==> src/rtl/fetch_pkg.sv <==
// Shared types and constants for the instruction-fetch stage.
package fetch_pkg;

  typedef enum logic {
    BOOT = 1'b0,
    RUN  = 1'b1
  } fetch_state_t;

  localparam int unsigned PKT_XLEN    = 32;
  localparam int unsigned INSTR_BYTES = 4;
  localparam logic [31:0] NOP_INSTR   = 32'h0000_0013;

  typedef struct packed {
    logic [PKT_XLEN-1:0] pc;
    logic [31:0]         instr;
  } fetch_pkt_t;

endpackage

==> src/rtl/fetch_skid_buf.sv <==
// One-entry skid buffer between the memory response and the decode output register.
// Forwards the oldest available packet to the output register whenever it is free.
module fetch_skid_buf
  import fetch_pkg::*;
(
  input  logic       clk,
  input  logic       reset,
  input  logic       i_flush,
  input  logic       i_rsp_valid,
  input  fetch_pkt_t i_rsp_pkt,
  input  logic       i_out_free,
  output logic       o_skid_valid,
  output logic       o_fwd_valid,
  output fetch_pkt_t o_fwd_pkt
);

  logic       r_valid;
  fetch_pkt_t r_pkt;
  logic       w_drain;
  logic       w_direct;
  logic       w_push;

  // A held entry is always older than a fresh response, so it drains first.
  assign w_drain  = r_valid && i_out_free;
  assign w_direct = i_rsp_valid && i_out_free && !r_valid;
  assign w_push   = i_rsp_valid && !w_direct;

  assign o_skid_valid = r_valid;
  assign o_fwd_valid  = w_drain || w_direct;
  assign o_fwd_pkt    = r_valid ? r_pkt : i_rsp_pkt;

  always_ff @(posedge clk or posedge reset) begin
    if (reset) begin
      r_valid <= 1'b0;
    end else if (i_flush) begin
      r_valid <= 1'b0;
    end else if (w_push) begin
      r_valid <= 1'b1;
    end else if (w_drain) begin
      r_valid <= 1'b0;
    end
  end

  always_ff @(posedge clk) begin
    if (w_push && !i_flush) begin
      r_pkt <= i_rsp_pkt;
    end
  end

endmodule

==> src/rtl/pc_fetch_unit.sv <==
// Instruction-fetch stage: PC, sequential fetch, redirect/squash, valid/ready output.
// Optional misaligned-redirect trap enabled by defining MISALIGN_TRAP_EN.
module pc_fetch_unit
  import fetch_pkg::*;
#(
  parameter int unsigned     XLEN     = 32,
  parameter logic [XLEN-1:0] RESET_PC = '0,
  parameter logic [XLEN-1:0] TRAP_VEC = XLEN'(32'h0000_0100)
) (
  input  logic            clk,
  input  logic            reset,
  input  logic            pc_sel,
  input  logic [XLEN-1:0] branch_target,
  output logic            imem_req,
  output logic [XLEN-1:0] imem_addr,
  input  logic [31:0]     imem_rdata,
  output logic            if_valid,
  input  logic            if_ready,
  output logic [XLEN-1:0] if_pc,
  output logic [31:0]     if_instr,
  output logic            misalign_trap
);

  fetch_state_t    r_state;
  fetch_state_t    w_state_nxt;
  logic [XLEN-1:0] r_pc;
  logic [XLEN-1:0] r_inflight_pc;
  logic            r_inflight;
  logic            r_if_valid;
  logic [XLEN-1:0] r_if_pc;
  logic [31:0]     r_if_instr;

  logic            w_issue;
  logic            w_redirect;
  logic [XLEN-1:0] w_redirect_pc;
  logic            w_out_free;
  logic            w_rsp_valid;
  fetch_pkt_t      w_rsp_pkt;
  logic            w_skid_valid;
  logic            w_fwd_valid;
  fetch_pkt_t      w_fwd_pkt;

  assign w_redirect  = (r_state == RUN) && pc_sel;
  assign w_out_free  = !r_if_valid || if_ready;
  assign w_rsp_valid = r_inflight && !w_redirect;
  assign w_rsp_pkt.pc    = r_inflight_pc;
  assign w_rsp_pkt.instr = imem_rdata;

`ifdef MISALIGN_TRAP_EN
  logic w_misaligned;
  assign w_misaligned  = |branch_target[1:0];
  assign w_redirect_pc = w_misaligned ? TRAP_VEC : branch_target;
  assign misalign_trap = w_redirect && w_misaligned;
`else
  logic w_unused;
  assign w_unused      = ^{branch_target[1:0], TRAP_VEC};
  assign w_redirect_pc = {branch_target[XLEN-1:2], 2'b00};
  assign misalign_trap = 1'b0;
`endif

  always_ff @(posedge clk or posedge reset) begin
    if (reset) begin
      r_state <= BOOT;
    end else begin
      r_state <= w_state_nxt;
    end
  end

  // Stop fetching while the only free slot (skid) is already committed to the in-flight word.
  always_comb begin
    w_state_nxt = r_state;
    w_issue     = 1'b0;
    case (r_state)
      BOOT:    w_state_nxt = RUN;
      RUN:     w_issue = !pc_sel && !w_skid_valid && !(r_inflight && r_if_valid && !if_ready);
      default: w_state_nxt = BOOT;
    endcase
  end

  always_ff @(posedge clk or posedge reset) begin
    if (reset) begin
      r_pc       <= RESET_PC;
      r_inflight <= 1'b0;
    end else if (w_redirect) begin
      r_pc       <= w_redirect_pc;
      r_inflight <= 1'b0;
    end else if (w_issue) begin
      r_pc       <= r_pc + XLEN'(INSTR_BYTES);
      r_inflight <= 1'b1;
    end else begin
      r_inflight <= 1'b0;
    end
  end

  always_ff @(posedge clk) begin
    if (w_issue) begin
      r_inflight_pc <= r_pc;
    end
  end

  fetch_skid_buf u_skid (
    .clk          (clk),
    .reset        (reset),
    .i_flush      (w_redirect),
    .i_rsp_valid  (w_rsp_valid),
    .i_rsp_pkt    (w_rsp_pkt),
    .i_out_free   (w_out_free),
    .o_skid_valid (w_skid_valid),
    .o_fwd_valid  (w_fwd_valid),
    .o_fwd_pkt    (w_fwd_pkt)
  );

  always_ff @(posedge clk or posedge reset) begin
    if (reset) begin
      r_if_valid <= 1'b0;
      r_if_pc    <= '0;
      r_if_instr <= '0;
    end else if (w_redirect) begin
      r_if_valid <= 1'b0;
    end else if (w_fwd_valid) begin
      r_if_valid <= 1'b1;
      r_if_pc    <= w_fwd_pkt.pc;
      r_if_instr <= w_fwd_pkt.instr;
    end else if (if_ready) begin
      r_if_valid <= 1'b0;
    end
  end

  assign imem_req  = w_issue;
  assign imem_addr = r_pc;
  assign if_valid  = r_if_valid;
  assign if_pc     = r_if_pc;
  assign if_instr  = r_if_instr;

endmodule

==> config.mk <==
export PLATFORM = sky130hd
export DESIGN_NAME = pc_fetch_unit
export DESIGN_NICKNAME = d
export VERILOG_FILES = /design/src/rtl/fetch_pkg.sv /design/src/rtl/fetch_skid_buf.sv /design/src/rtl/pc_fetch_unit.sv
export SDC_FILE = /design/constraint.sdc
export NUM_CORES = 1
export LEC_CHECK = 0
export BUFFER_PORTS_ARGS = -buffer_cell sky130_fd_sc_hd__buf_4
export CORE_MARGIN = 1.5
export CORE_UTILIZATION = 30
export CTS_BUF_LIST = sky130_fd_sc_hd__clkbuf_4 sky130_fd_sc_hd__clkbuf_8
export DETAILED_ROUTE_END_ITERATION = 10
export GPL_TIMING_DRIVEN = 0
export PLACE_DENSITY = 0.6
export SKIP_CTS_REPAIR_TIMING = 1
export SLEW_MARGIN = 20
export SYNTH_ARGS = -nofsm -noshare
export SYNTH_HDL_FRONTEND = slang
export SYNTH_SLANG_ARGS = --single-unit
==> constraint.sdc <==
create_clock -name clk -period 3.21 [get_ports clk]
set_input_delay 0.321 -clock clk [delete_from_list [all_inputs] [get_ports clk]]
set_output_delay 0.321 -clock clk [all_outputs]
set_load 0.005 [all_outputs]
==> impl_metrics.env, run 1 <==
export IMPL_status="completed"
export IMPL_crit_start="r_state"
export IMPL_num_fill_cells=2462
export IMPL_final_cells=1126
export IMPL_worst_path_max_delay_cell="clkbuf_1"
export IMPL_drt_iter0_markers=364
export IMPL_antenna_found_initial=0
export IMPL_floorplan_rows=58
export IMPL_reg2reg_from="r_state"
export IMPL_final_util_pct=38.9
export IMPL_dpl_hpwl_mm=13.5
export IMPL_yosys_warnings=0
export IMPL_io_pin_count=167
export IMPL_ff2ff_path_depth=5
export IMPL_fp_dieArea_mm2=0.0263
export IMPL_start_util_pct=30.3
export IMPL_hold_start="imem_rdata[15]"
export IMPL_cts_made_buffers=17
export IMPL_avgRoutedWirePerCell_um=17.1
export IMPL_rrSetupSlack_ps=560
export IMPL_worst_pin_slew_ps=897
export IMPL_worstPathArrival_ps=2790
export IMPL_hold_depth=1
export IMPL_worst_slack_ps=560
export IMPL_synthTopCellsByCount="dfrtp_1 (96), edfxtp_1 (92), nor2_1 (80), a21oi_1 (67), mux2i_1 (63)"
export IMPL_yosysTopAreaCell="edfxtp_1"
export IMPL_cap_violations=0
export IMPL_max_stage_delay_ps=480
export IMPL_clock_latency_ps=450
export IMPL_grt_util_all_layers_pct=15.2
export IMPL_cts_tree="yes"
export IMPL_slew_headroom_pct=40.2
export IMPL_cp_num_buf_inv=3
export IMPL_viasPerCell=4.64
export IMPL_leakagePower_nw=3.66
export IMPL_synth_most_common_cell="dfrtp_1"
export IMPL_grt_ovfl_total=0
export IMPL_r2r_end="u_skid.r_pkt[23]"
export IMPL_syn2layout_area_growth_pct=28.1
export IMPL_synth_top_area_share_pct=36.4
export IMPL_synthArstFlopShare_pct=51.1
export IMPL_dr_pass1_iters=4
export IMPL_final_seq_area_mm2=0.00516
export IMPL_rsz0062_at_grt="false"
export IMPL_place_area_mm2=0.00931
export IMPL_die_x_um=162
export IMPL_synth_edff_count=92
export IMPL_cts_root_buf="clkbuf_8"
export IMPL_synthesis_area_mm2=0.00759
export IMPL_clkPwrFrac_pct=27.7
export IMPL_p_int_mw=4.13
export IMPL_path_clk_slew_ps=100
export IMPL_antenna_left=0
export IMPL_critPathRequiredTime_ps=3350
export IMPL_critical_path_top_delay_family="buffers and inverters"
export IMPL_crit_fanout=42
export IMPL_cts_buffer_depth=2
export IMPL_clock_skew_ps=16.1
export IMPL_pwr_share_comb_pct=18.2
export IMPL_multi_input_area_mm2=0.00228
export IMPL_grt_pass1_vias=5270
export IMPL_antenna_cells=0
export IMPL_netlist_top_cells_area="edfxtp_1 (36%), dfrtp_1 (32%), mux2i_1 (8.3%), a21oi_1 (4.4%), nor2_1 (4.0%)"
export IMPL_synth_cell_types=51
export IMPL_die_h_um=162
export IMPL_routed_wirelength_mm=19.3
export IMPL_sw_frac_of_total_pct=27.6
export IMPL_powerDensity_mw_per_mm2=587
export IMPL_grt_max_degree=69
export IMPL_final_hold_violation_count=0
export IMPL_switching_power_mw=1.58
export IMPL_timing_worst_setup_path_type="register to register"
export IMPL_grt_pass1_wl_mm=30.5
export IMPL_whs_ps=57.1
export IMPL_synth_flop_cell="dfrtp_1"
export IMPL_ys_ff_latch=188
export IMPL_drc=0
export IMPL_crit_path_start_kind="register"
export IMPL_whs_endpoint="u_skid.r_pkt[15]"
export IMPL_ir_worst_vdd_mv=0.241
export IMPL_crit_chain="nand2_1, clkbuf_1, clkbuf_1, o211a_4, buf_16"
export IMPL_num_nets_final=852
export IMPL_placed_cells_incl_taps=1091
export IMPL_pre_cts_slack_ps=458
export IMPL_layout_min_cycle_time_ps=2650
export IMPL_place_congestion=0.772
export IMPL_vias=5222
export IMPL_postLayoutCellArea_mm2=0.00973
export IMPL_synth_cells=595
export IMPL_htree_levels=4
export IMPL_period_share_pct=82.6
export IMPL_syn_area_per_cell_um2=12.8
export IMPL_p_seq_share_pct=54.1
export IMPL_hold_path_class="input port to register"
export IMPL_max_freq_mhz=377
export IMPL_ys_seq_area_share_pct=68.0
export IMPL_fp_coreArea_mm2=0.0250
export IMPL_critPathCaptureType="register"
export IMPL_io_buffers=159
export IMPL_setup_viol=0
export IMPL_cts_num_sinks=188
export IMPL_crit_top_cell="clkbuf_1"
export IMPL_slew_viol_final=0
export IMPL_drive_above_1_share_pct=26.8
==> sequential cells by signal, summed over array words and instances (netlist names) <==
signal	cells
if_instr	32
if_pc	30
if_valid	1
imem_addr	30
r_inflight	1
r_inflight_pc	30
r_state	1
u_skid.o_skid_valid	1
u_skid.r_pkt	62
==> through the flow <==
stage	power, mW	setup TNS [ps]
6_report	5.71	0
5_1_grt	6.05	0
4_1_cts	5.81	0
3_5_place_dp	4.20	0
3_3_place_gp	4.17	-182960
2_1_floorplan	3.52	0
==> final cells by class <==
class / instances / share of cell area (%)
buffer: 38 / 1.71
clock buffer: 20 / 2.64
clock inverter: 12 / 1.39
inverter: 3 / 0.167
multi-input combinational: 370 / 23.4
sequential: 188 / 53.1
tap: 330 / 4.24
timing repair buffer: 165 / 13.4
==> worst reg2reg max path: stages, from the launching register on <==
cell and delay, ps:
dfrtp_1 420, nand2_1 160, clkbuf_1 470, clkbuf_1 480, o211a_4 490, buf_16 290
==> per-layer routing <==
layer	wire [um]	share of wire [%]	vias to the layer above	GRT usage, %
met5	0	0	-	0
met4	255	1.3	0	5.17
met3	950	4.9	16	3.27
met2	8720	45	156	23.1
met1	9340	48	2516	21.5
li1	-	-	2534	-
==> how the worst max path moves through the flow <==
stage                             endpoint  slack (ps)  cells after the start
after floorplan            u_skid.r_pkt[0]         350                      4
after global placement       imem_addr[11]       -1310                      2
after detailed placement      if_instr[28]         460                      7
after CTS                 u_skid.r_pkt[23]         480                      4
after global routing          if_instr[30]         340                      6
final                     u_skid.r_pkt[23]         560                      5
==> cell usage in the layout (no fill, tap or decap), types with 7 or more instances in the layout <==
cell type | synthesis | routed
buf_4 | 5 | 164
dfrtp_1 | 96 | 96
edfxtp_1 | 92 | 92
nor2_1 | 80 | 80
a21oi_1 | 67 | 67
mux2i_1 | 63 | 63
nand2_1 | 31 | 31
clkbuf_1 | 23 | 22
o21ai_0 | 19 | 19
clkbuf_8 | 0 | 17
nand3_1 | 13 | 13
nand4_1 | 10 | 10
nor3_1 | 8 | 8
buf_1 | 7 | 7
xor2_1 | 7 | 7
==> cell families (layout without fill, tap and decap cells) <==
group / after synthesis / in the layout / share of synthesized area [%]
flip-flops: 188 / 188 / 68.0
multiplexers: 63 / 63 / 8.30
other: 2 / 6 / 0.0989
AND/OR/NAND/NOR: 171 / 171 / 10.8
XOR/XNOR: 13 / 13 / 1.50
buffers and inverters: 41 / 238 / 2.32
adder cells (fa/ha/maj): 1 / 1 / 0.165
AO/OA/AOI/OAI: 116 / 116 / 8.78
==> power by group through the flow <==
stage | Combinational [mW] | Clock [mW] | Sequential, mW
final | 1.04 | 1.58 | 3.09
after global routing | 1.16 | 1.75 | 3.14
after CTS | 1.06 | 1.66 | 3.09
after detailed placement | 1.06 | 0 | 3.15
after global placement | 1.03 | 0 | 3.14
after floorplan | 0.406 | 0 | 3.11
Note: power is estimated with default switching activity, not from simulation.
==> run 2, diff against run 1 <==
clock period = 2.6 ns   (was 3.21 ns; I/O delays follow)
==> run 2 against run 1 <==
  * The flow now finishes with violations (hold timing)
  * Critical path depth unchanged
  * Clock skew rose by 0.89 ps
  * Global-route usage hardly changed
  * Count of clock-buffer cells in the layout fell by 2
  * Maximum frequency grew 12%
  * Sequential power grew 23%
  * Cell area is 5.2% higher
  * Cell count rose by 3.8%
  * Critical path type unchanged
  * Largest power group unchanged
==> impl_metrics.env, run 2 (same netlist as run 1, synthesis figures left out) <==
export IMPL_status="finished, violations left"
export IMPL_violations="hold timing"
export IMPL_antenna_cells=0
export IMPL_layout_min_cycle_time_ps=2360
export IMPL_switching_power_mw=2.04
export IMPL_rrSetupSlack_ps=240
export IMPL_final_common_cell="buf_4"
export IMPL_top_register="u_skid.r_pkt"
export IMPL_max_freq_mhz=424
export IMPL_sw_frac_of_total_pct=28.3
export IMPL_fp_coreArea_mm2=0.0250
export IMPL_cts_tree="yes"
export IMPL_slew_headroom_pct=43.4
export IMPL_hold_start="branch_target[15]"
export IMPL_drt_iter0_markers=265
export IMPL_grt_pass1_wl_mm=30.2
export IMPL_clkPwrFrac_pct=28.5
export IMPL_period_share_pct=90.8
export IMPL_timing_worst_setup_path_type="register to register"
export IMPL_cts_made_buffers=17
export IMPL_io_buffers=159
export IMPL_fp_dieArea_mm2=0.0263
export IMPL_num_nets_final=895
export IMPL_cts_root_buf="clkbuf_8"
export IMPL_ir_worst_vdd_mv=0.267
export IMPL_grt_max_degree=42
export IMPL_grt_ovfl_total=0
export IMPL_io_pin_count=167
export IMPL_htree_levels=4
export IMPL_viasPerCell=4.60
export IMPL_hold_path_class="input port to register"
export IMPL_avgRoutedWirePerCell_um=16.8
export IMPL_reg2reg_from="r_state"
export IMPL_worst_slack_ps=240
export IMPL_clock_latency_ps=470
export IMPL_antenna_left=0
export IMPL_postLayoutCellArea_mm2=0.0102
export IMPL_antenna_found_initial=0
export IMPL_start_util_pct=30.3
export IMPL_clock_skew_ps=17.0
export IMPL_r2r_end="u_skid.r_pkt[23]"
export IMPL_p_seq_share_pct=52.8
export IMPL_setup_viol=0
export IMPL_pre_cts_slack_ps=-152
export IMPL_syn2layout_area_growth_pct=34.7
export IMPL_worst_pin_slew_ps=850
export IMPL_cts_num_sinks=188
export IMPL_final_hold_violation_count=1
export IMPL_power_mw=7.22
export IMPL_path_clk_slew_ps=110
export IMPL_vias=5373
export IMPL_final_cell_mix="buf_4 (164), dfrtp_1 (96), edfxtp_1 (92)"
export IMPL_whs_ps=-2.84
export IMPL_dpl_hpwl_mm=13.9
export IMPL_ff2ff_path_depth=5
export IMPL_crit_path_start_kind="register"
export IMPL_drive_above_1_share_pct=26.1
export IMPL_p_int_mw=5.18
export IMPL_critPathRequiredTime_ps=2750
export IMPL_cts_buffer_depth=2
export IMPL_die_x_um=162
export IMPL_routed_wirelength_mm=19.6
export IMPL_grt_pass1_vias=5232
export IMPL_crit_end="u_skid.r_pkt[23]"
export IMPL_floorplan_rows=58
export IMPL_drc=0
export IMPL_rsz0062_at_grt="false"
export IMPL_critPathCaptureType="register"
export IMPL_leakagePower_nw=3.88
export IMPL_crit_start="r_state"
export IMPL_die_h_um=162
export IMPL_place_congestion=0.761
export IMPL_crit_fanout=41
export IMPL_place_area_mm2=0.00934
export IMPL_largest_reg_flops=62
export IMPL_grt_util_all_layers_pct=15.2
export IMPL_pwr_share_comb_pct=18.7
export IMPL_worstPathArrival_ps=2510
export IMPL_cap_violations=0
export IMPL_slew_viol_final=0
export IMPL_powerDensity_mw_per_mm2=706
export IMPL_dr_pass1_iters=4
export IMPL_final_util_pct=40.9
==> run 2: power groups by stage <==
stage	Combinational (mW)	Clock (mW)	Sequential [mW]
final	1.35	2.06	3.81
after global routing	1.51	2.25	3.87
after CTS	1.32	2.15	3.82
after detailed placement	1.32	0	3.88
after global placement	1.28	0	3.87
after floorplan	0.502	0	3.84
==> run 2: stage by stage <==
stage               std cells  setup TNS (ps)
floorplan                 599               0
global placement         1088          -79270
detailed placement       1093           -9230
CTS                      1125          -10980
global route             1169               0
finish                   1169               0
==> run 2: per-layer routing <==
| layer | wire length, um | GRT usage (%) | up-vias |
|---|---|---|---|
| met5 | 0 | 0 | - |
| met4 | 198 | 4.55 | 0 |
| met3 | 880 | 3.32 | 15 |
| met2 | 9010 | 23.2 | 149 |
| met1 | 9550 | 21.5 | 2586 |
| li1 | - | - | 2623 |
==> run 2: cell type report <==
class | instances | area [um2]
fillers | 2395 | 14800
flip-flops and latches | 188 | 5160
multi-input cells | 370 | 2280
repair buffers | 209 | 1760
well taps | 330 | 413
clock buffers | 18 | 248
clock inverters | 14 | 176
plain buffers | 37 | 173
inverters | 3 | 15.0
==> run 2: critical path, stage by stage (launching register included) <==
cell and delay (ps):
dfrtp_1 430, nand2_1 180, clkbuf_2 320, clkbuf_2 330, o211a_4 460, buf_16 270
==> run 2: worst min path at each step <==
stage | endpoint | slack [ps] | depth (start not counted)
finish | imem_addr[15] | -3 | 3
global route | imem_addr[19] | 6 | 2
CTS | if_instr[3] | -220 | 2
detailed placement | if_instr[9] | 300 | 2
global placement | u_skid.r_pkt[37] | 440 | 0
floorplan | u_skid.r_pkt[0] | 360 | 0
==> run 3, diff against run 2 <==
CELL_PAD_IN_SITES_DETAIL_PLACEMENT = 0   (was unset)
CELL_PAD_IN_SITES_GLOBAL_PLACEMENT = 1   (was unset)
PLACE_DENSITY = 0.7   (was 0.6)
==> run 3 against run 2 <==
  * The run still ends with hold timing left
  * Sequential power hardly changed
  * Combinational power hardly changed
  * Count of clock-buffer cells in the layout is 1 lower
  * Highest routed layer unchanged
  * Critical path type is now register to primary output
  * Register-to-register slack hardly changed
  * Largest power group unchanged
  * Worst setup slack worse by 32 ps
  * Global-route usage is 0.12 points lower
  * Clock power is 7% lower
  * Cell count is 0.26% lower
  * Clock skew is 3.2 ps higher
==> impl_metrics.env, run 3 (same netlist as run 1, synthesis figures left out) <==
export IMPL_cts_made_buffers=17
export IMPL_grt_ovfl_total=0
export IMPL_clock_skew_ps=20.2
export IMPL_io_pin_count=167
export IMPL_cp_num_buf_inv=4
export IMPL_critPathRequiredTime_ps=2340
export IMPL_tns_ps=0
export IMPL_cts_buffer_depth=2
export IMPL_drive_above_1_share_pct=26.6
export IMPL_period_share_pct=92.0
export IMPL_cp_depth=6
export IMPL_reg2reg_from="r_state"
export IMPL_num_nets_final=892
export IMPL_crit_path_start_kind="register"
export IMPL_violations="hold timing"
export IMPL_timing_worst_setup_path_type="register to primary output"
export IMPL_viasPerCell=4.60
export IMPL_drt_iter0_markers=316
export IMPL_leakagePower_nw=3.85
export IMPL_crit_chain="nor3b_2, nand2_1, inv_1, clkbuf_4, buf_12, buf_4"
export IMPL_layout_min_cycle_time_ps=2390
export IMPL_floorplan_rows=58
export IMPL_critPathCaptureType="primary output"
export IMPL_whs_ps=-1.69
export IMPL_p_int_mw=5.05
export IMPL_worst_path_max_delay_cell="dfrtp_1"
export IMPL_largest_reg_flops=62
export IMPL_postLayoutCellArea_mm2=0.0101
export IMPL_routed_wirelength_mm=19.7
export IMPL_grt_util_all_layers_pct=15.0
export IMPL_placed_cells_incl_taps=1093
export IMPL_sw_frac_of_total_pct=28.7
export IMPL_hold_path_class="input port to register"
export IMPL_grt_pass1_vias=5175
export IMPL_worstPathArrival_ps=2130
export IMPL_avgRoutedWirePerCell_um=16.9
export IMPL_io_buffers=159
export IMPL_worst_slack_ps=209
export IMPL_fp_coreArea_mm2=0.0250
export IMPL_grt_pass1_wl_mm=30.1
export IMPL_antenna_found_initial=0
export IMPL_grt_max_degree=37
export IMPL_cts_num_sinks=188
export IMPL_setup_viol=0
export IMPL_cts_tree="yes"
export IMPL_final_cell_mix="buf_4 (166), dfrtp_1 (96), edfxtp_1 (92)"
export IMPL_critical_path_top_delay_family="buffers and inverters"
export IMPL_dpl_hpwl_mm=13.8
export IMPL_die_x_um=162
export IMPL_cap_violations=0
export IMPL_pwr_share_comb_pct=19.0
export IMPL_max_stage_delay_ps=460
export IMPL_max_freq_mhz=418
export IMPL_slew_viol_final=0
export IMPL_final_common_cell="buf_4"
export IMPL_crit_start="u_skid.o_skid_valid"
export IMPL_clock_latency_ps=460
export IMPL_die_h_um=162
export IMPL_p_seq_share_pct=53.8
export IMPL_clkPwrFrac_pct=27.2
export IMPL_start_util_pct=30.3
export IMPL_syn2layout_area_growth_pct=33.6
export IMPL_hold_depth=3
export IMPL_final_util_pct=40.5
export IMPL_fp_dieArea_mm2=0.0263
export IMPL_switching_power_mw=2.04
export IMPL_drc=0
export IMPL_hold_start="branch_target[15]"
export IMPL_final_hold_violation_count=1
export IMPL_powerDensity_mw_per_mm2=699
export IMPL_ir_worst_vdd_mv=0.400
export IMPL_slew_headroom_pct=41.3
export IMPL_ff2ff_path_depth=5
export IMPL_final_cells=1166
export IMPL_place_area_mm2=0.00933
export IMPL_cts_root_buf="clkbuf_8"
export IMPL_pre_cts_slack_ps=-387
export IMPL_power_mw=7.09
export IMPL_antenna_left=0
export IMPL_dr_pass1_iters=7
export IMPL_antenna_cells=0
export IMPL_status="finished, violations left"
export IMPL_vias=5369
export IMPL_place_congestion=0.781
export IMPL_top_register="u_skid.r_pkt"
export IMPL_htree_levels=4
export IMPL_rsz0062_at_grt="false"
export IMPL_worst_pin_slew_ps=875
export IMPL_path_clk_slew_ps=110
export IMPL_crit_fanout=28
==> run 3: cell type report <==
class,instances,area (um2)
Inverter,3,15.0
Multi-Input combinational cell,370,2280
Buffer,37,169
Timing Repair Buffer,206,1720
Clock inverter,15,146
Fill cell,2437,14900
Tap cell,330,413
Sequential cell,188,5160
Clock buffer,17,234
==> run 3: layer usage <==
metal	up-vias	GRT usage, %	wire, um
li1	2620	-	-
met1	2590	21.4	9590
met2	148	23.2	9070
met3	11	3.12	835
met4	0	4.46	169
met5	-	0	0
==> run 3: path summary, 6_finish.rpt <==
path / to / slack (ps)
min in group asynchronous: if_instr[24] / 410
min: imem_addr[15] / -2
max in group asynchronous: if_pc[28] / 1450
min reg2reg: u_skid.r_pkt[60] / 460
max: imem_req / 210
max reg2reg: u_skid.r_pkt[23] / 240
==> run 3: worst register-to-register path, stage by stage (launching register included) <==
cell,delay [ps]
dfrtp_1,440
nand2_1,170
clkbuf_2,310
clkbuf_2,320
o211a_4,500
buf_12,290
==> run 3: power groups by stage <==
stage | Sequential, mW | Clock, mW | Combinational (mW)
after floorplan | 3.84 | 0 | 0.502
after CTS | 3.82 | 2.01 | 1.32
final | 3.81 | 1.92 | 1.35
after global routing | 3.87 | 2.12 | 1.50
after detailed placement | 3.88 | 0 | 1.31
after global placement | 3.87 | 0 | 1.28
